### src/rtl/alu_cmd_issuer.sv
// Sequential front end for the 8-bit 16-opcode combinational ALU: registers a command onto the ALU, captures its result.
// Latency: accept at edge N, res_valid after N+1, next accept at N+3 with res_ready high (1 op / 3 cycles).
// Backpressure: result held in RESP until res_ready; cmd_ready stays low, so the source must hold its command.
module alu_cmd_issuer #(
    parameter int WIDTH = 8,
    parameter int TAG_W = 4,
    parameter int CNT_W = 16
) (
    input  logic             clk,
    input  logic             rst,
    input  logic             cmd_valid,
    output logic             cmd_ready,
    input  logic [WIDTH-1:0] cmd_a,
    input  logic [WIDTH-1:0] cmd_b,
    input  logic [3:0]       cmd_op,
    input  logic [TAG_W-1:0] cmd_tag,
    output logic [WIDTH-1:0] alu_a,
    output logic [WIDTH-1:0] alu_b,
    output logic [3:0]       alu_op,
    input  logic [WIDTH-1:0] alu_result,
    output logic             res_valid,
    input  logic             res_ready,
    output logic [WIDTH-1:0] res_data,
    output logic [TAG_W-1:0] res_tag,
    output logic             res_zero,
    output logic             res_err,
    output logic [CNT_W-1:0] op_count
);

    typedef enum logic [1:0] {IDLE, EXEC, RESP} state_t;

    state_t           state;
    logic [TAG_W-1:0] tag_q;
    logic             div_by_zero;

    assign div_by_zero = ((alu_op == 4'b0011) || (alu_op == 4'b0100)) && (alu_b == '0);

    // cmd_ready mirrors the IDLE state, so it reads 1 straight out of reset.
    assign cmd_ready = (state == IDLE);

    always_ff @(posedge clk) begin
        if (rst) begin
            state     <= IDLE;
            tag_q     <= '0;
            alu_a     <= '0;
            alu_b     <= '0;
            alu_op    <= '0;
            res_valid <= 1'b0;
            res_data  <= '0;
            res_tag   <= '0;
            res_zero  <= 1'b0;
            res_err   <= 1'b0;
            op_count  <= '0;
        end else begin
            case (state)
                IDLE: begin
                    if (cmd_valid) begin
                        alu_a  <= cmd_a;
                        alu_b  <= cmd_b;
                        alu_op <= cmd_op;
                        tag_q  <= cmd_tag;
                        state  <= EXEC;
                    end
                end
                EXEC: begin
                    // Divide/remainder by zero masks whatever the ALU produced.
                    if (div_by_zero) begin
                        res_data <= '0;
                        res_err  <= 1'b1;
                        res_zero <= 1'b1;
                    end else begin
                        res_data <= alu_result;
                        res_err  <= 1'b0;
                        res_zero <= (alu_result == '0);
                    end
                    res_tag   <= tag_q;
                    res_valid <= 1'b1;
                    state     <= RESP;
                end
                RESP: begin
                    if (res_ready) begin
                        res_valid <= 1'b0;
                        op_count  <= op_count + 1'b1;
                        state     <= IDLE;
                    end
                end
                default: state <= IDLE;
            endcase
        end
    end

endmodule

### config.mk
export PLATFORM = sky130hd
export DESIGN_NAME = alu_cmd_issuer
export DESIGN_NICKNAME = d
export VERILOG_FILES = /design/src/rtl/alu_cmd_issuer.sv
export SDC_FILE = /design/constraint.sdc
export NUM_CORES = 1
export LEC_CHECK = 0
export CORE_AREA = 4 4 63 65
export DETAILED_ROUTE_END_ITERATION = 8
export DIE_AREA = 0 0 67 69
export DONT_BUFFER_PORTS = 1
export GPL_ROUTABILITY_DRIVEN = 0
export PLACE_DENSITY_LB_ADDON = 0.05
export SLEW_MARGIN = 20
export SYNTH_ARGS = -nofsm -noshare
export SYNTH_HDL_FRONTEND = slang
export SYNTH_SLANG_ARGS = --single-unit
### constraint.sdc
create_clock -name clk -period 3.4 [get_ports clk]
set_clock_uncertainty 0.05 [all_clocks]
set_input_delay 0.68 -clock clk [delete_from_list [all_inputs] [get_ports clk]]
set_output_delay 0.68 -clock clk [all_outputs]
set_load 0.01 [all_outputs]
---- Word level (Yosys, flattened, before mapping) ----
Index checks and enable logic that the tools add are counted.
word-level totals
  register bits after elaboration ......... 57
  latch bits .............................. 0
  memory bits (writable) .................. 0
  memory bits (read-only) ................. 0
  bits of input ports ..................... 36
  output and inout bits ................... 52
  logic and storage cells ................. 36
  memories kept ........................... 0
cells by class
  add/sub/neg operators ................... 1
  multipliers ............................. 0
  div/mod/pow operators ................... 0
  magnitude comparators ................... 0
  equality and inequality tests ........... 6
  shift-type cells ........................ 0
  mux-type cells .......................... 8
  bitwise operators ....................... 0
  reduce and logical (&&, ||, !) cells .... 10
operators by type and width
  kind                                                                    number
  16-bit by 1-bit adder with 16-bit output (second input constant)        1
  8-bit zero test                                                         2
  8-bit two-way mux                                                       1
  2-bit AND reduction                                                     4
  2-bit one-hot mux with 3 select lines                                   1
  4-bit by 2-bit equality test with 1-bit output (second input constant)  1
  4-bit by 3-bit equality test with 1-bit output (second input constant)  1
  2-bit two-way mux                                                       2
  2-bit inequality test (second input constant)                           2
  1-bit two-way mux                                                       3
  2-bit by 1-bit equality test with 1-bit output (second input constant)  1
  2-bit equality test (second input constant)                             1
  2-bit zero test                                                         1
  1-bit one-hot mux with 2 select lines                                   1
  2-bit nonzero test                                                      1
  1-bit logical AND                                                       1
  1-bit logical OR                                                        1

---- Longest topological paths before layout ----
Gate-level depths: netlist (run 1).
  depth in word-level cells ............... 4
  depth in mapped cells ................... 6
  mapped depth without buffers ............ 5

---- Least setup slack after synthesis (run 1) ----
Ideal clock, no wire load.
  path kind ............................... in2reg
  from .................................... input port res_ready
  to ...................................... register op_count[14]
  setup time .............................. 0.059 ns
  arrival time ............................ 1.865 ns
  data required time ...................... 3.291 ns
  setup slack ............................. 1.426 ns
  stages .................................. 4
  path buffers ............................ 0
  path through ............................ nand3b_4 or4_4 or4_1 nand2_1
on the way
  word-level cells in the longest chain between the ends .. 1
ends and longest elaborated chain
  element                        RTL line  text
  start, declared                22        input logic res_ready,
  2-bit AND reduction (no line)  n/a
  end signal, assigned           83        op_count <= op_count + 1'b1;
  end, declared                  27        output logic [CNT_W-1:0] op_count
Every way passes these cells.
A chain may end at the register's enable or synchronous reset.

---- Worst setup path after layout (run 1) ----
  from .................................... register op_count[3]
  to ...................................... register op_count[14]
on the way
  word-level cells in the longest chain between the ends .. 1
ends and longest elaborated chain
  element                                   RTL line
  16-bit by 1-bit adder with 16-bit output  83
Every way passes these cells.

==> impl_metrics.env, run 1 <==
export IMPL_p_per_area_nw_per_um2=547.9
export IMPL_period_needed_ns=1.988
export IMPL_dpl_hpwl_um=3371
export IMPL_synth_edf_count=0
export IMPL_met1_length_um=1769
export IMPL_antenna_left=0
export IMPL_layout_commonest_cell="nand2_1"
export IMPL_ys_warn_count=0
export IMPL_diodes=0
export IMPL_stdcell_count=304
export IMPL_row_count=21
export IMPL_syn_inst=254
export IMPL_hp_start="rst"
export IMPL_synth_main_ff_cell="dfxtp_1"
export IMPL_finalHoldViolations=0
export IMPL_highest_layer="met4"
export IMPL_syn2layout_area_growth_pct=6.702
export IMPL_grt_ovfl_total=0
export IMPL_wl_met3_um=485
export IMPL_synth_area_um2=2166
export IMPL_comb_power_share=0.053
export IMPL_leakagePower_nw=0.8553
export IMPL_die_w_um=67
export IMPL_irDropWorstVdd_mv=0.3671
export IMPL_p_sw_frac=0.2382
export IMPL_crit_arrival_ns=2.26
export IMPL_num_vias=1741
export IMPL_clk_pin_slew_worst_paths_ns=0.09
export IMPL_root_buffer="clkbuf_4"
export IMPL_power_frac_seq=0.576
export IMPL_io_pins=88
export IMPL_p_int_mw=0.9646
export IMPL_setup_tns_ns=0
export IMPL_dp_cells=288
export IMPL_wire_per_inst_um=15.11
export IMPL_fmax_mhz=503.1
export IMPL_post_route_util=0.6925
export IMPL_layout_common_cells="nand2_1 (66), dfxtp_1 (57), a21oi_1 (35)"
export IMPL_power_switching_mw=0.3015
export IMPL_rr_worst_depth=4
export IMPL_drt_first_pass_iters=4
export IMPL_post_cts_buffers=0
export IMPL_min_path_cells=1
export IMPL_numCtsBuffers=9
export IMPL_crit_path_end_kind="register"
export IMPL_status="completed"
export IMPL_grt_pass1_wl_um=7852
export IMPL_r2r_end="op_count[14]"
export IMPL_yosysSeqAreaShare=0.5269
export IMPL_start_kind="register"
export IMPL_crit_start="op_count[3]"
export IMPL_syn_num_nets=291
export IMPL_slew_viol_final=0
export IMPL_criticalPathCategory="register to register"
export IMPL_viasPerCell=5.727
export IMPL_async_flop_share=0
export IMPL_synth_cell_type_count=33
export IMPL_r2r_start="op_count[3]"
export IMPL_setup_viol_count_final=0
export IMPL_cp_max_fo=7
export IMPL_final_period_utilization=0.5847
export IMPL_finalWirelength_um=4592
export IMPL_relSlewSlack=0.4667
export IMPL_start_util=0.6490
export IMPL_rrSetupSlack_ns=1.41
export IMPL_drive_gt1_frac=0.06202
export IMPL_core_um2=3337
export IMPL_crit_chain="nand4_1 -> or4_4 -> or4_1 -> nand2_1"
export IMPL_hold_buffers=0
export IMPL_min_path_type="input port to register"
export IMPL_drc=0
export IMPL_dr_first_iter_drc_count=105
export IMPL_antenna_found_initial=0
export IMPL_final_nets=290
export IMPL_clock_power_share=0.371
export IMPL_cpPeakStageDelay_ns=0.61
export IMPL_die_h_um=69
export IMPL_htree_num_levels=3
export IMPL_grt_usage=0.2184
export IMPL_rsz0062_at_grt="no"
export IMPL_cts_tree="done"
export IMPL_cts_buffer_depth=2
export IMPL_grt_max_degree=54
export IMPL_portBuffers=0
export IMPL_slowest_stage="or4_4"
export IMPL_crit_required_ns=3.68
export IMPL_worstMarginPinSlew_ns=0.7938
export IMPL_die_area_um2=4623
export IMPL_insertion_delay_ns=0.38
export IMPL_cap_violations=0
export IMPL_worst_hold_path_endpoint="op_count[13]"
export IMPL_cts_sinks=57
export IMPL_ctsResizeCount=0
export IMPL_grt_pass1_vias=1717
export IMPL_dr_wl_met2_um=2247
export IMPL_ys_seq_elements=57
export IMPL_syn_area_per_cell_um2=8.527
-- flip-flops by register name, summed over array words and instances (netlist names) --
signal     count
state          2
res_err        1
res_valid      1
res_tag        4
alu_a          8
res_data       8
res_zero       1
alu_op         4
tag_q          4
alu_b          8
op_count      16
-- Yosys cell counts, drive strengths merged (3+ instances only) --
library cell | count | share of area
nand2 | 66 | 0.11
dfxtp | 57 | 0.53
a21oi | 35 | 0.081
nor2 | 16 | 0.028
clkbuf | 11 | 0.019
a22o | 8 | 0.032
o21ai | 7 | 0.016
nand3 | 6 | 0.014
or4 | 5 | 0.021
xnor2 | 5 | 0.020
nor3 | 4 | 0.0092
nor4 | 4 | 0.012
xor2 | 4 | 0.016
inv | 3 | 0.0052
or3 | 3 | 0.0087
-- critical path: cells and delay by family (launching register included) --
kind,cells,cell delay (ns)
and+or+nand+nor,4,1.41
DFF,1,0.48
-- area by class of cell --
class | count | area, um2
well taps | 46 | 57.56
flip-flops and latches | 57 | 1141
inverters | 3 | 11.26
clock buffers | 13 | 92.59
multi-input cells | 182 | 968.4
clock inverters | 3 | 40.04
fillers | 296 | 1026
-- stage by stage --
stage                     area [um2]  power [mW]  hold slack (ns)  setup slack [ns]
after floorplan                 2166      0.8040           0.3821             1.426
after global placement          2178      0.8090           0.3831             1.394
after detailed placement        2178      0.8136           0.3892             1.352
after CTS                       2311       1.282           0.2870             1.400
after global routing            2311       1.328           0.2834             1.295
final                           2311       1.266           0.3107             1.412
-- worst max path at each step --
stage | cells past startpoint | slack, ns | end
2_1_floorplan | 4 | 1.43 | op_count[14]
3_3_place_gp | 4 | 1.39 | op_count[14]
3_5_place_dp | 4 | 1.35 | op_count[14]
4_1_cts | 4 | 1.40 | op_count[14]
5_1_grt | 4 | 1.30 | alu_a[3]
6_report | 4 | 1.41 | op_count[14]
-- kinds of logic after synthesis --
logic type / after synthesis / share of synthesized area
flops: 57 / 0.5269
mux: 1 / 0.004622
buf+inv: 15 / 0.02599
fa+ha+maj: 1 / 0.005776
xor+xnor: 9 / 0.03639
compound gates: 53 / 0.1415
simple gates: 118 / 0.2588
-- power by group through the flow --
stage	combinational, mW	sequential [mW]	clock [mW]
after global routing	0.0803	0.735	0.513
after floorplan	0.0656	0.738	0
final	0.0668	0.730	0.470
after detailed placement	0.0677	0.746	0
after global placement	0.0643	0.745	0
after CTS	0.0680	0.730	0.483
-- metal layers --
metal  global-route usage  vias to the layer above
li1                     -                      869
met1               0.2646                      793
met2               0.3253                       70
met3              0.08442                        9
met4               0.1216                        0
met5                    0                        -
(Power assumes the default switching activity.)
==> run 2: changes to the inputs <==
Settings changed: CORE_AREA 4 4 63 65 to 4 4 68 70, DIE_AREA 0 0 67 69 to 0 0 72 74.
Clock period 3.4 ns to 1.6 ns, I/O delays scaled along.
==> impl_metrics.env, run 2 (same netlist as run 1, synthesis figures left out) <==
export IMPL_status="finished with violations"
export IMPL_violations="setup timing"
export IMPL_min_path_type="input port to register"
export IMPL_crit_chain="ha_4 -> nand2_2 -> or4_4 -> or4_1 -> nand2_1"
export IMPL_p_per_area_nw_per_um2=1094
export IMPL_comb_power_share=0.081
export IMPL_final_period_utilization=1.024
export IMPL_grt_pass1_vias=1776
export IMPL_setup_viol_count_final=4
export IMPL_layout_common_cells="nand2_1 (65), dfxtp_1 (46), a21oi_1 (34)"
export IMPL_hold_ws_ns=0.02430
export IMPL_antenna_left=0
export IMPL_syn2layout_area_growth_pct=25.88
export IMPL_criticalPathCategory="register to register"
export IMPL_slew_viol_final=0
export IMPL_grt_pass1_wl_um=8128
export IMPL_layout_commonest_cell="nand2_1"
export IMPL_row_count=23
export IMPL_largest_reg_flops=16
export IMPL_die_h_um=74
export IMPL_start_util=0.5454
export IMPL_leakagePower_nw=1.067
export IMPL_crit_arrival_ns=1.85
export IMPL_post_cts_buffers=0
export IMPL_power_frac_seq=0.514
export IMPL_crit_required_ns=1.82
export IMPL_start_kind="register"
export IMPL_crit_family="simple AND/OR/NAND/NOR gates"
export IMPL_grt_max_degree=41
export IMPL_io_pins=88
export IMPL_regMostFlops="op_count"
export IMPL_p_sw_frac=0.2425
export IMPL_core_um2=3971
export IMPL_drc=0
export IMPL_slowest_stage="or4_4"
export IMPL_portBuffers=0
export IMPL_drive_gt1_frac=0.2363
export IMPL_root_buffer="clkbuf_8"
export IMPL_die_area_um2=5328
export IMPL_p_int_mw=2.260
export IMPL_finalWirelength_um=5199
export IMPL_crit_path_end_kind="register"
export IMPL_cpPeakStageDelay_ns=0.52
export IMPL_fillers=344
export IMPL_cp_max_fo=4
export IMPL_irDropWorstVdd_mv=1.094
export IMPL_rr_worst_depth=5
export IMPL_htree_num_levels=3
export IMPL_path_depth=5
export IMPL_drt_first_pass_iters=4
export IMPL_cts_sinks=57
export IMPL_relSlewSlack=0.6412
export IMPL_cap_violations=0
export IMPL_clk_pin_slew_worst_paths_ns=0.06
export IMPL_numCtsBuffers=9
export IMPL_num_vias=1908
export IMPL_cp_buffers_inverters=0
export IMPL_dpl_hpwl_um=3585
export IMPL_worst_slack_ns=-0.03822
export IMPL_final_nets=325
export IMPL_rrSetupSlack_ns=-0.04
export IMPL_cts_buffer_depth=2
export IMPL_grt_usage=0.2027
export IMPL_grt_ovfl_total=0
export IMPL_dr_first_iter_drc_count=66
export IMPL_clock_power_share=0.405
export IMPL_multi_input_area_um2=1016
export IMPL_fmax_mhz=610.4
export IMPL_wire_per_inst_um=15.20
export IMPL_die_w_um=72
export IMPL_period_needed_ns=1.638
export IMPL_worstMarginPinSlew_ns=0.5363
export IMPL_antenna_found_initial=0
export IMPL_min_path_cells=1
export IMPL_insertion_delay_ns=0.32
export IMPL_viasPerCell=5.579
export IMPL_post_route_util=0.6865
export IMPL_diodes=0
export IMPL_cts_tree="done"
export IMPL_regArea_um2=1162
export IMPL_rsz0062_at_grt="yes"
export IMPL_power_switching_mw=0.7235
export IMPL_finalHoldViolations=0
## run 2: cell types whose count changed in the layout (fill, tap and decap cells not counted), moves of 3 or more
cell      previous run  this run
dfxtp_1             57        46
dfxtp_2              0         8
buf_4                0        31
clkbuf_8             1        12
dfxtp_4              0         3
clkbuf_4             9         0
## run 2: worst reg2reg max path, stage by stage (launching register included)
cell     delay [ns]
dfxtp_4        0.36
ha_4           0.13
nand2_2        0.05
or4_4          0.52
or4_1          0.40
nand2_1        0.07
## run 2: path summary, 6_finish.rpt
kind                     from           end
hold reg to reg      tag_q[2]    res_tag[2]
setup reg to reg  op_count[0]  op_count[12]
setup / recovery  op_count[0]  op_count[12]
hold / removal            rst      alu_b[6]
## run 2: power by group through the flow
stage / Clock (mW) / Combinational (mW) / Sequential (mW)
finish: 1.21 / 0.240 / 1.53
global route: 1.31 / 0.273 / 1.54
CTS: 1.24 / 0.237 / 1.54
detailed placement: 0 / 0.210 / 1.57
global placement: 0 / 0.207 / 1.57
floorplan: 0 / 0.141 / 1.57
## run 2: layer usage
metal / track usage / routed length, um / vias up
li1: - / - / 940
met1: 0.2471 / 2266 / 893
met2: 0.3010 / 2408 / 69
met3: 0.08108 / 454 / 6
met4: 0.1253 / 70 / 0
met5: 0 / 0 / -
## run 2: final cells by class
cell class / instances / area share
clock inverter: 2 / 0.004589
inverter: 3 / 0.004130
timing repair buffer: 35 / 0.1074
tap: 50 / 0.02295
multi-input combinational: 182 / 0.3726
sequential: 57 / 0.4263
clock buffer: 13 / 0.06196
## run 2: metrics by stage
stage / worst slack (ns) / cells / total power [mW] / area, um2 / setup TNS [ns]
2_1_floorplan: -0.06940 / 254 / 1.707 / 2207 / -0.1528
3_3_place_gp: -0.03286 / 324 / 1.773 / 2477 / -0.06384
3_5_place_dp: -0.05446 / 324 / 1.777 / 2477 / -0.1079
4_1_cts: -0.04672 / 341 / 3.010 / 2689 / -0.1189
5_1_grt: -0.1199 / 342 / 3.121 / 2726 / -0.4161
6_report: -0.03822 / 342 / 2.983 / 2726 / -0.08138
## run 2: timing repair
item | CTS | global route
gates resized for setup | 0 | 6
hold buffers | 2 | 1
pin swaps | 1 | 0
hold endpoints to repair | 40 | 2
endpoints found under the setup margin | 4 | 16
